$ cat src/rtl/my_ep_tx_cpl_engine_pkg.sv
// Shared types, header constants and header-field helpers for the completion
// transmit engine.
package my_ep_tx_cpl_engine_pkg;

  typedef enum logic [2:0] {
    ST_IDLE,
    ST_HDR0,
    ST_HDR1,
    ST_HDR2,
    ST_DATA,
    ST_DONE
  } state_t;

  localparam logic [1:0] FMT_3DW_NODATA = 2'b00;
  localparam logic [1:0] FMT_3DW_DATA   = 2'b10;
  localparam logic [4:0] TYPE_CPL       = 5'b01010;

  function automatic logic [31:0] make_hdr0(input logic with_data, input logic [2:0] tc,
                                            input logic td, input logic ep,
                                            input logic [1:0] attr, input logic [9:0] len);
    return {1'b0, (with_data ? FMT_3DW_DATA : FMT_3DW_NODATA), TYPE_CPL,
            1'b0, tc, 4'b0000, td, ep, attr, 2'b00, (with_data ? len : 10'd0)};
  endfunction

  // A 4096-byte completion wraps to 0 in the 12-bit field, as the header encodes it.
  function automatic logic [11:0] calc_byte_count(input logic with_data, input logic [9:0] len,
                                                  input logic [3:0] fbe, input logic [3:0] lbe);
    logic [12:0] total;
    logic [2:0]  tz;
    logic [2:0]  lz;
    if (!with_data) return 12'd4;
    if (len == 10'd1) begin
      casez (fbe)
        4'b1??1:                  return 12'd4;
        4'b01?1, 4'b1?10:         return 12'd3;
        4'b0011, 4'b0110, 4'b1100: return 12'd2;
        default:                  return 12'd1;
      endcase
    end
    casez (fbe)
      4'b???1: tz = 3'd0;
      4'b??10: tz = 3'd1;
      4'b?100: tz = 3'd2;
      4'b1000: tz = 3'd3;
      default: tz = 3'd4;
    endcase
    casez (lbe)
      4'b1???: lz = 3'd0;
      4'b01??: lz = 3'd1;
      4'b001?: lz = 3'd2;
      4'b0001: lz = 3'd3;
      default: lz = 3'd4;
    endcase
    total = {(len == 10'd0), len, 2'b00} - 13'(tz) - 13'(lz);
    return total[11:0];
  endfunction

  function automatic logic [6:0] calc_lower_addr(input logic [12:0] addr, input logic [3:0] fbe);
    logic [1:0] low;
    casez (fbe)
      4'b??10: low = 2'd1;
      4'b?100: low = 2'd2;
      4'b1000: low = 2'd3;
      default: low = 2'd0;
    endcase
    return {addr[6:2], low};
  endfunction

endpackage

$ cat src/rtl/my_ep_tx_cpl_engine_pf_fifo.sv
// Payload prefetch FIFO: DEPTH x 32 synchronous FIFO with occupancy count.
module my_ep_tx_pf_fifo #(
  parameter int DEPTH = 4
) (
  input  logic                     clk,
  input  logic                     rst_n,
  input  logic                     push,
  input  logic [31:0]              push_data,
  input  logic                     pop,
  output logic [31:0]              pop_data,
  output logic [$clog2(DEPTH):0]   count,
  output logic                     empty
);
  localparam int AW = $clog2(DEPTH);
  localparam int CW = AW + 1;

  logic [31:0]   mem [DEPTH];
  logic [AW-1:0] wr_ptr;
  logic [AW-1:0] rd_ptr;

  always_ff @(posedge clk) begin
    if (!rst_n) begin
      wr_ptr <= '0;
      rd_ptr <= '0;
      count  <= '0;
    end else begin
      if (push) wr_ptr <= wr_ptr + 1'b1;
      if (pop)  rd_ptr <= rd_ptr + 1'b1;
      count <= count + CW'(push) - CW'(pop);
    end
  end

  always_ff @(posedge clk) begin
    if (push) mem[wr_ptr] <= push_data;
  end

  assign pop_data = mem[rd_ptr];
  assign empty    = (count == '0);

endmodule

$ cat src/rtl/my_ep_tx_cpl_engine.sv
// Completion TLP transmit engine: captures a request, prefetches CplD payload
// from endpoint memory and serialises the 3DW completion onto the TRN bus.
module my_ep_tx_cpl_engine #(
  parameter int MEM_RD_LAT = 2,
  parameter int PF_DEPTH   = 4
) (
  input  logic        clk,
  input  logic        rst_n,
  input  logic        req_compl_i,
  input  logic        req_compl_with_data_i,
  input  logic [2:0]  req_tc_i,
  input  logic        req_td_i,
  input  logic        req_ep_i,
  input  logic [1:0]  req_attr_i,
  input  logic [9:0]  req_len_i,
  input  logic [15:0] req_rid_i,
  input  logic [7:0]  req_tag_i,
  input  logic [7:0]  req_be_i,
  input  logic [12:0] req_addr_i,
  output logic        compl_done_o,
  input  logic [15:0] cfg_completer_id_i,
  output logic [10:0] rd_addr_o,
  output logic [3:0]  rd_be_o,
  input  logic [31:0] rd_data_i,
  output logic [31:0] trn_td_o,
  output logic        trn_tsof_n_o,
  output logic        trn_teof_n_o,
  output logic        trn_tsrc_rdy_n_o,
  output logic        trn_tsrc_dsc_n_o,
  input  logic        trn_tdst_rdy_n_i
);
  import my_ep_tx_cpl_engine_pkg::*;

  localparam int CW = $clog2(PF_DEPTH) + 1;

  state_t state, next_state;

  logic            with_data_q;
  logic [31:0]     hdr1_q, hdr2_q;
  logic [3:0]      lbe_q;
  logic [10:0]     load_left, reads_left;
  logic            rd_issue_q;
  logic [MEM_RD_LAT-1:0] lat_sr;
  logic [CW-1:0]   outstanding;

  logic            fifo_push, fifo_pop, fifo_empty;
  logic [31:0]     fifo_dout;
  logic [CW-1:0]   fifo_count;

  logic            accept, capture, rd_push, dw_avail, load_dw;
  logic            issue_first, can_issue;
  logic [31:0]     dw_next, n_td;
  logic            n_sof, n_eof, n_rdy, n_done;
  logic [10:0]     len_dw;

  assign len_dw      = {(req_len_i == 10'd0), req_len_i};
  assign accept      = !trn_tsrc_rdy_n_o && !trn_tdst_rdy_n_i;
  assign capture     = (state == ST_IDLE) && req_compl_i;
  assign rd_push     = lat_sr[MEM_RD_LAT-1];
  // Read data arriving into an empty FIFO can be loaded straight onto the bus.
  assign dw_avail    = !fifo_empty || rd_push;
  assign dw_next     = fifo_empty ? rd_data_i : fifo_dout;
  assign issue_first = capture && req_compl_with_data_i;
  assign can_issue   = (state != ST_IDLE) && (state != ST_DONE) && (reads_left != 11'd0) &&
                       (int'(outstanding) + int'(fifo_count) < PF_DEPTH);
  assign fifo_pop    = load_dw && !fifo_empty;
  assign fifo_push   = rd_push && !(load_dw && fifo_empty);
  assign trn_tsrc_dsc_n_o = 1'b1;

  my_ep_tx_pf_fifo #(.DEPTH(PF_DEPTH)) u_pf_fifo (
    .clk       (clk),
    .rst_n     (rst_n),
    .push      (fifo_push),
    .push_data (rd_data_i),
    .pop       (fifo_pop),
    .pop_data  (fifo_dout),
    .count     (fifo_count),
    .empty     (fifo_empty)
  );

  always_ff @(posedge clk) begin
    if (!rst_n) state <= ST_IDLE;
    else        state <= next_state;
  end

  always_comb begin
    next_state = state;
    n_td       = trn_td_o;
    n_sof      = trn_tsof_n_o;
    n_eof      = trn_teof_n_o;
    n_rdy      = trn_tsrc_rdy_n_o;
    n_done     = 1'b0;
    load_dw    = 1'b0;
    case (state)
      ST_IDLE: if (req_compl_i) begin
        next_state = ST_HDR0;
        n_td  = make_hdr0(req_compl_with_data_i, req_tc_i, req_td_i, req_ep_i, req_attr_i, req_len_i);
        n_sof = 1'b0;
        n_eof = 1'b1;
        n_rdy = 1'b0;
      end
      ST_HDR0: if (accept) begin
        next_state = ST_HDR1;
        n_td  = hdr1_q;
        n_sof = 1'b1;
      end
      ST_HDR1: if (accept) begin
        next_state = ST_HDR2;
        n_td  = hdr2_q;
        n_eof = with_data_q;
      end
      ST_HDR2: if (accept) begin
        if (with_data_q) begin
          next_state = ST_DATA;
          n_eof = 1'b1;
          n_rdy = 1'b1;
          if (dw_avail) begin
            load_dw = 1'b1;
            n_td  = dw_next;
            n_rdy = 1'b0;
            n_eof = (load_left != 11'd1);
          end
        end else begin
          next_state = ST_DONE;
          n_td   = '0;
          n_eof  = 1'b1;
          n_rdy  = 1'b1;
          n_done = 1'b1;
        end
      end
      ST_DATA: begin
        if (accept && !trn_teof_n_o) begin
          next_state = ST_DONE;
          n_td   = '0;
          n_eof  = 1'b1;
          n_rdy  = 1'b1;
          n_done = 1'b1;
        end else if (trn_tsrc_rdy_n_o || accept) begin
          n_rdy = 1'b1;
          if (dw_avail) begin
            load_dw = 1'b1;
            n_td  = dw_next;
            n_rdy = 1'b0;
            n_eof = (load_left != 11'd1);
          end
        end
      end
      ST_DONE: next_state = ST_IDLE;
      default: next_state = ST_IDLE;
    endcase
  end

  // Header words 1 and 2 are built at capture; only HDR0 goes out directly.
  always_ff @(posedge clk) begin
    if (!rst_n) begin
      trn_td_o         <= '0;
      trn_tsof_n_o     <= 1'b1;
      trn_teof_n_o     <= 1'b1;
      trn_tsrc_rdy_n_o <= 1'b1;
      compl_done_o     <= 1'b0;
      rd_addr_o        <= '0;
      rd_be_o          <= '0;
      rd_issue_q       <= 1'b0;
      lat_sr           <= '0;
      outstanding      <= '0;
      with_data_q      <= 1'b0;
      hdr1_q           <= '0;
      hdr2_q           <= '0;
      lbe_q            <= '0;
      load_left        <= '0;
      reads_left       <= '0;
    end else begin
      trn_td_o         <= n_td;
      trn_tsof_n_o     <= n_sof;
      trn_teof_n_o     <= n_eof;
      trn_tsrc_rdy_n_o <= n_rdy;
      compl_done_o     <= n_done;
      if (capture) begin
        with_data_q <= req_compl_with_data_i;
        hdr1_q      <= {cfg_completer_id_i, 3'b000, 1'b0,
                        calc_byte_count(req_compl_with_data_i, req_len_i, req_be_i[3:0], req_be_i[7:4])};
        hdr2_q      <= {req_rid_i, req_tag_i, 1'b0, calc_lower_addr(req_addr_i, req_be_i[3:0])};
        lbe_q       <= req_be_i[7:4];
        load_left   <= len_dw;
      end else if (load_dw) begin
        load_left <= load_left - 11'd1;
      end
      if (issue_first) begin
        rd_issue_q <= 1'b1;
        rd_addr_o  <= req_addr_i[12:2];
        rd_be_o    <= req_be_i[3:0];
        reads_left <= len_dw - 11'd1;
      end else if (can_issue) begin
        rd_issue_q <= 1'b1;
        rd_addr_o  <= rd_addr_o + 11'd1;
        rd_be_o    <= (reads_left == 11'd1) ? lbe_q : 4'hF;
        reads_left <= reads_left - 11'd1;
      end else begin
        rd_issue_q <= 1'b0;
      end
      lat_sr[0] <= rd_issue_q;
      for (int i = 1; i < MEM_RD_LAT; i++) lat_sr[i] <= lat_sr[i-1];
      outstanding <= outstanding + CW'(issue_first || can_issue) - CW'(rd_push);
    end
  end

endmodule

$ cat config.mk
export PLATFORM = sky130hd
export DESIGN_NAME = my_ep_tx_cpl_engine
export DESIGN_NICKNAME = d
export VERILOG_FILES = /design/src/rtl/my_ep_tx_cpl_engine_pkg.sv /design/src/rtl/my_ep_tx_cpl_engine_pf_fifo.sv /design/src/rtl/my_ep_tx_cpl_engine.sv
export SDC_FILE = /design/constraint.sdc
export NUM_CORES = 1
export LEC_CHECK = 0
export BUFFER_PORTS_ARGS = -buffer_cell sky130_fd_sc_hd__buf_2
export CAP_MARGIN = 20
export CORE_AREA = 2 2 117 203
export CTS_CLUSTER_DIAMETER = 30
export DETAILED_ROUTE_END_ITERATION = 10
export DIE_AREA = 0 0 119 205
export GPL_ROUTABILITY_DRIVEN = 0
export PLACE_DENSITY = 0.79
export SYNTH_ARGS = -nofsm -noshare
export SYNTH_HDL_FRONTEND = slang
export SYNTH_SLANG_ARGS = --single-unit
$ cat constraint.sdc
create_clock -name clk -period 3.75 [get_ports clk]
set_input_delay 0 -clock clk [delete_from_list [all_inputs] [get_ports clk]]
set_output_delay 0 -clock clk [all_outputs]
set_load 0.01 [all_outputs]
# Word-level counts from Yosys, hierarchy flattened
# Memory sizes are Yosys's and may differ from the RTL's. A register that Yosys moved wholly into a read port is not among the register bits.
# Cells that the tools add are included.
[word_totals] reg_bits=153 mem_bits_rw=128 out_inout_bits=52 mem_count=1
[mem_list] name="u_pf_fifo.mem" depth=4 word_bits=32 read_ports=1 rd_clocked_by_memory_dff=1 wr=1 line_no="my_ep_tx_cpl_engine_pf_fifo.sv:17" rtl="logic [31:0] mem [DEPTH];"
[classes] add_sub_neg=13 n_lt_le_gt_ge=1 eq_ne=27 n_mux=85 reduce_logical=36
[op_table] operator="2-to-1 mux 32 bit" count=9
[op_table] operator="case mux 32 bit (5 select lines)" count=1
[op_table] operator="2-to-1 mux 11 bit" count=6
[op_table] operator="2-to-1 mux 12 bit" count=4
[op_table] operator="2-to-1 mux 3 bit" count=13
[op_table] operator="2-to-1 mux 1 bit" count=35
[op_table] operator="subtractor 11 x 1 -> 11 bit, second input constant" count=3
[op_table] operator="case mux 3 bit (4 select lines)" count=2
[op_table] operator="subtractor 12 x 3 -> 12 bit" count=2
[op_table] operator="case mux 3 bit (5 select lines)" count=1
[op_table] operator="2-to-1 mux 4 bit" count=3
[op_table] operator="AND reduction 6 bit" count=2
[op_table] operator="adder 11 x 1 -> 11 bit, second input constant" count=1
[op_table] operator="equality test 11 x 1 -> 1 bit, second input constant" count=1
[op_table] operator="!= test 11 x 1 -> 1 bit, second input constant" count=1
[op_table] operator="nonzero test 11 bit" count=1
[op_table] operator="equality test 10 x 1 -> 1 bit, second input constant" count=1
[op_table] operator="logical AND 1 bit" count=10
[op_table] operator="logical NOT 10 bit" count=1
[op_table] operator="2-to-1 mux 10 bit" count=1
[op_table] operator="!= test 2 bit, second input constant" count=5
[op_table] operator="equality test 3 x 2 -> 1 bit, second input constant" count=3
[op_table] operator="equality test 3 bit, second input constant" count=3
[op_table] operator="!= test 3 bit, second input constant" count=3
[op_table] operator="other kinds (30)" count=50

# Depth between registers and ports, before layout
[depth] ltp_word=15 mapped_depth=14 mapped_depth_nobuf=14

# Hierarchy
# From an unflattened synthesis, not the netlist that was laid out.
[hier_totals] cells_unflattened=1262 hier_area_um2=13370.3
[modules_own_cells] module="my_ep_tx_cpl_engine" n_inst=1 cells_per_inst=1054 area_per_inst_um2=8282.9 seq_area_each_um2=2922.8
[modules_own_cells] module="my_ep_tx_pf_fifo" n_inst=1 cells_per_inst=208 area_per_inst_um2=5087.4 seq_area_each_um2=4023.9

# Worst setup path before layout
# No wires, ideal clock.
[synth_path] path_type="register to register" start="register reads_left[0]" end="register outstanding[2]" setup_ns=0.128 t_arrival_ns=2.721 required_time_ns=3.622 slack_ns=0.901 path_stages_with_launch=15 synth_period_minus_slack_ns=2.849 path_cell_list="dfxtp_1 > inv_1 > ha_1 > or3b_2 > nor3_4 > o21ai_1 > inv_1 > ha_1 > inv_1 > ha_1 > inv_1 > fa_1 > xor2_1 > xnor2_1 > nor2_1"
[synth_between] elab_chain_cells=6
[synth_lines] item="start, declared" line_no="my_ep_tx_cpl_engine.sv:41" rtl="logic [10:0] load_left, reads_left;"
[synth_lines] item="start signal, assigned" line_no="my_ep_tx_cpl_engine.sv:192" rtl="reads_left <= len_dw - 11'd1;"
[synth_lines] item="start signal, assigned" line_no="my_ep_tx_cpl_engine.sv:197" rtl="reads_left <= reads_left - 11'd1;"
[synth_lines] item="nonzero test 11 bit" line_no="my_ep_tx_cpl_engine.sv:64" rtl="assign can_issue = (state != ST_IDLE) && (state != ST_DONE) && (reads_left != 11'd0) &&"
[synth_lines] item="logical AND 1 bit (2 in a row)" line_no="my_ep_tx_cpl_engine.sv:64"
[synth_lines] item="logical OR 1 bit" line_no="my_ep_tx_cpl_engine.sv:203" rtl="outstanding <= outstanding + CW'(issue_first || can_issue) - CW'(rd_push);"
[synth_lines] item="adder 3 x 1 -> 3 bit" line_no="my_ep_tx_cpl_engine.sv:203"
[synth_lines] item="subtractor 3 x 1 -> 3 bit" line_no="my_ep_tx_cpl_engine.sv:203"
[synth_lines] item="end signal, assigned" line_no="my_ep_tx_cpl_engine.sv:203"
[synth_lines] item="end, declared" line_no="my_ep_tx_cpl_engine.sv:44" rtl="logic [CW-1:0] outstanding;"
# Every way passes these cells.
# A chain may end at the register's enable or synchronous reset.

# Final worst setup path
[layout_path] start="register u_pf_fifo.count[2]" end="register outstanding[2]"
[layout_between] elab_chain_cells=6
[layout_lines] item="start, declared" line_no="my_ep_tx_cpl_engine_pf_fifo.sv:11" rtl="output logic [$clog2(DEPTH):0] count,"
[layout_lines] item="start signal, assigned" line_no="my_ep_tx_cpl_engine_pf_fifo.sv:29" rtl="count <= count + CW'(push) - CW'(pop);"
[layout_lines] item="adder 3 x 3 -> 4 bit" line_no="my_ep_tx_cpl_engine.sv:65" rtl="(int'(outstanding) + int'(fifo_count) < PF_DEPTH);"
[layout_lines] item="less-than comparator 4 x 3 -> 1 bit" line_no="my_ep_tx_cpl_engine.sv:65"
[layout_lines] item="logical AND 1 bit" line_no="my_ep_tx_cpl_engine.sv:64"
[layout_lines] item="logical OR 1 bit" line_no="my_ep_tx_cpl_engine.sv:203"
[layout_lines] item="adder 3 x 1 -> 3 bit" line_no="my_ep_tx_cpl_engine.sv:203"
[layout_lines] item="subtractor 3 x 1 -> 3 bit" line_no="my_ep_tx_cpl_engine.sv:203"
# Every way passes these cells.

==> out/metrics.cfg <==
[critical_path]
path_delay_family = adder cells
path_class = flop to flop
reg2reg_depth = 13
critPathRequiredTime_ns = 4.20
critPathBufInv = 3
worstPathMaxFanout = 7
arrival_ns = 3.59
timing.rr.start = u_pf_fifo.count[2]$_SDFF_PN0_
critPathLaunchType = flop
rr_endpoint = outstanding[2]$_SDFF_PN0_
crit_path_end_kind = flop
rrSetupSlack_ns = 0.61
crit_chain = ha_1 -> nor3_1 -> o211ai_1 -> o21ai_1 -> inv_1 -> ha_1 -> inv_1 -> ha_1 -> inv_1 -> fa_1 -> xor2_1 -> xnor2_1 -> nor2_1
crit_slowest_cell = o21ai_1
slowest_delay_ns = 0.60

[min_path]
hold_depth = 3
hp-start = rst_n
hp-class = primary input to flop
min_to = hdr2_q[14]$_SDFFE_PN0P_

[clocking]
post_cts_resized = 0
clk_latency_ns = 0.59
clkTransAtPathRegs_ns = 0.07
cts_setup_buffers = 0
clockBufferDepth = 3
cts_tree = built
numClockSinks = 283
cts_buffers = 31
htree_levels = 1
root_buffer = clkbuf_16

[global_routing]
overflow = 0
grt_pass1_wl_mm = 58.9
grt_max_degree = 64
grt_antenna_before_repair = 0
grt_usage = 0.312
grt_pass1_vias = 10800

[timing]
fmax_mhz = 318
setup_viol = 0
slew_headroom = 0.300
finalCritPeriodShare = 0.838
fin_worst_skew_ns = 0.0209
slew_viol_final = 0
tns_ns = 0
hold_viol = 0
rsz0062_at_grt = no
min_period_ns = 3.14
worst_pin_slew_ns = 1.05

[yosys]
syn_nets = 1356
synth_cell_types = 71
synth_ff_type = dfxtp_1
synth_seq_cells = 283
ys_seq_area_frac = 0.535
yosysTopAreaCellShare = 0.296
yosysTopAreaCell = edfxtp_1
netlist_area_um2 = 13000
synthArstFlopShare = 0
netlist_top_cells_area = edfxtp_1, dfxtp_1, mux4_2, a21oi_1, nand2_1
syn-instance-count = 1215
ys_warn_count = 0
synth-edff-count = 128
syn_area_per_cell_um2 = 10.7

[die]
fp.dieH_um = 205
start_util = 0.571
rows = 73
dieArea_um2 = 24400
coreArea_um2 = 22700
die_w_um = 119
ios = 167

[power]
power_density_nw_per_um2 = 483
netSwitchingPower_w = 0.00223
p_leak_nw = 5.93
p_comb_frac = 0.151
irDropWorstVdd_uv = 382
intPower_w = 0.00559
switching_share = 0.285
seqPwrFrac = 0.449
clockPowerShare = 0.400

[route]
dr.pass1.iters = 5
detail-route-antenna-nets = 0
drtIter0Drc = 1277
routedWlPerCell_um = 21.6
post-route-drc-count = 0
vias = 11100
wl_mm = 38.4
via_per_inst = 6.24

[cells_and_area]
fin_nets = 1598
area_growth_pct = 24.7
diodes = 0
layout-drive-gt1-share = 0.208
n_fill_cell = 1555
final_core_util = 0.712

[place]
dpl.hpwl_mm = 24.6
port_buffers = 163

[run_status]
outcome = complete, no violations

[job]
cap_violations = 0

metal layers:
metal,track usage,vias to the layer above,part of all wire
met1,0.356,5320,0.35
met3,0.0393,150,0.073
li1,-,5013,-
met2,0.552,637,0.51
met4,0.194,0,0.062
met5,0,-,0
cells by family (layout without fill, tap and decap cells):
family,Yosys count,after routing,synth area share
compound gates,345,345,0.170
simple gates,337,337,0.121
flops,283,283,0.535
buf+inv,118,385,0.0373
mux,72,72,0.0866
xor+xnor,33,33,0.0223
fa+ha+maj,26,26,0.0274
other cells,1,1,0.000289
synth_stat cells, types with 5 or more instances:
| library cell | count |
|---|---|
| edfxtp_1 | 128 |
| a21oi_1 | 129 |
| mux2i_1 | 37 |
| inv_1 | 25 |
| a22oi_1 | 17 |
| or3_1 | 9 |
| buf_2 | 17 |
| nand2_1 | 148 |
| o211ai_1 | 7 |
| o21ai_0 | 64 |
| or2_2 | 5 |
| nor2_1 | 65 |
| a211o_1 | 5 |
| and3_1 | 10 |
| or4_1 | 6 |
| nand3_1 | 24 |
| and2_1 | 12 |
| nor4_1 | 12 |
| o21a_1 | 6 |
| xor2_1 | 12 |
| nor2b_1 | 8 |
| ha_1 | 22 |
| a22o_1 | 14 |
| a222oi_1 | 15 |
| xnor2_1 | 21 |
| a311oi_1 | 5 |
| a211oi_1 | 27 |
| nor3_1 | 15 |
| a31oi_1 | 15 |
| mux4_2 | 32 |
| buf_1 | 7 |
| clkbuf_1 | 66 |
| dfxtp_1 | 155 |
worst reg2reg max path, cell delays in order (launching register included):
cell	delay, ns
dfxtp_1	0.41
ha_1	0.26
nor3_1	0.18
o211ai_1	0.14
o21ai_1	0.60
inv_1	0.14
ha_1	0.31
inv_1	0.06
ha_1	0.13
inv_1	0.05
fa_1	0.38
xor2_1	0.17
xnor2_1	0.13
nor2_1	0.06
metrics by stage:
step,cells,cell area (µm²),hold slack [ns],setup slack [ns],total power [W]
final,1782,16200,0.0303,0.606,0.00782
after CTS,1782,16200,0.0121,0.606,0.00778
after floorplan,1215,13000,0.0989,0.901,0.00425
after global routing,1782,16200,0.0381,0.377,0.00806
after detailed placement,1615,14000,0.231,0.640,0.00462
after global placement,1615,14000,0.227,0.707,0.00459
registers in the layout, indices dropped and copies added, names as in the netlist, 2 cells and up, named ones only:
register and flops:
hdr2_q 31, trn_td_o 32, rd_be_o 4, lbe_q 4, u_pf_fifo.count 3, outstanding 3, lat_sr 2, state 3
load_left 11, u_pf_fifo.rd_ptr 2, hdr1_q 28, reads_left 11, u_pf_fifo.wr_ptr 2, u_pf_fifo.mem 128, rd_addr_o 11
power groups by stage:
stage | Sequential [W] | Combinational (W) | Clock [W]
finish | 0.00351 | 0.00118 | 0.00313
global placement | 0.00356 | 0.00102 | 0
global route | 0.00353 | 0.00127 | 0.00326
detailed placement | 0.00357 | 0.00105 | 0
floorplan | 0.00355 | 0.000697 | 0
CTS | 0.00351 | 0.00115 | 0.00313
cell type report:
| type | instances | area (µm²) | area share |
|---|---|---|---|
| Clock inverter | 25 | 277 | 0.0171 |
| Multi-Input combinational cell | 814 | 5590 | 0.345 |
| Inverter | 26 | 98.8 | 0.00610 |
| Tap cell | 300 | 375 | 0.0232 |
| Sequential cell | 283 | 6950 | 0.429 |
| Timing Repair Buffer | 301 | 2120 | 0.131 |
| Clock buffer | 33 | 783 | 0.0484 |
how the worst max path moves through the flow:
| stage | from | to | slack [ns] | cells past startpoint |
|---|---|---|---|---|
| floorplan | reads_left[0]$_SDFFE_PN0P_ | outstanding[2]$_SDFF_PN0_ | 0.90 | 14 |
| global placement | u_pf_fifo.count[2]$_SDFF_PN0_ | outstanding[2]$_SDFF_PN0_ | 0.71 | 13 |
| detailed placement | u_pf_fifo.count[2]$_SDFF_PN0_ | outstanding[2]$_SDFF_PN0_ | 0.64 | 13 |
| CTS | u_pf_fifo.count[2]$_SDFF_PN0_ | outstanding[2]$_SDFF_PN0_ | 0.61 | 13 |
| global route | u_pf_fifo.count[2]$_SDFF_PN0_ | outstanding[2]$_SDFF_PN0_ | 0.38 | 13 |
| finish | u_pf_fifo.count[2]$_SDFF_PN0_ | outstanding[2]$_SDFF_PN0_ | 0.61 | 13 |
cells in the final DEF, fill, tap and decap left out, types with 14 or more instances in the layout:
| cell type | count |
|---|---|
| edfxtp_1 | 128 |
| dlygate4sd3_1 | 109 |
| mux2i_1 | 37 |
| xnor2_1 | 21 |
| a22oi_1 | 17 |
| o21ai_0 | 64 |
| buf_2 | 163 |
| a211oi_1 | 27 |
| a222oi_1 | 15 |
| a22o_1 | 14 |
| a21oi_1 | 128 |
| a31oi_1 | 15 |
| nand3_1 | 24 |
| clkbuf_16 | 31 |
| nor2_1 | 65 |
| mux4_2 | 32 |
| ha_1 | 22 |
| buf_4 | 29 |
| nor3_1 | 14 |
| inv_1 | 25 |
| dfxtp_1 | 153 |
| nand2_1 | 148 |
what timing repair did:
action                     in CTS  in global routing
hold buffers                  109                  0
hold endpoints to repair      253                  0
setup endpoints to repair       0                  0
Power figures use the tool's default switching activity.
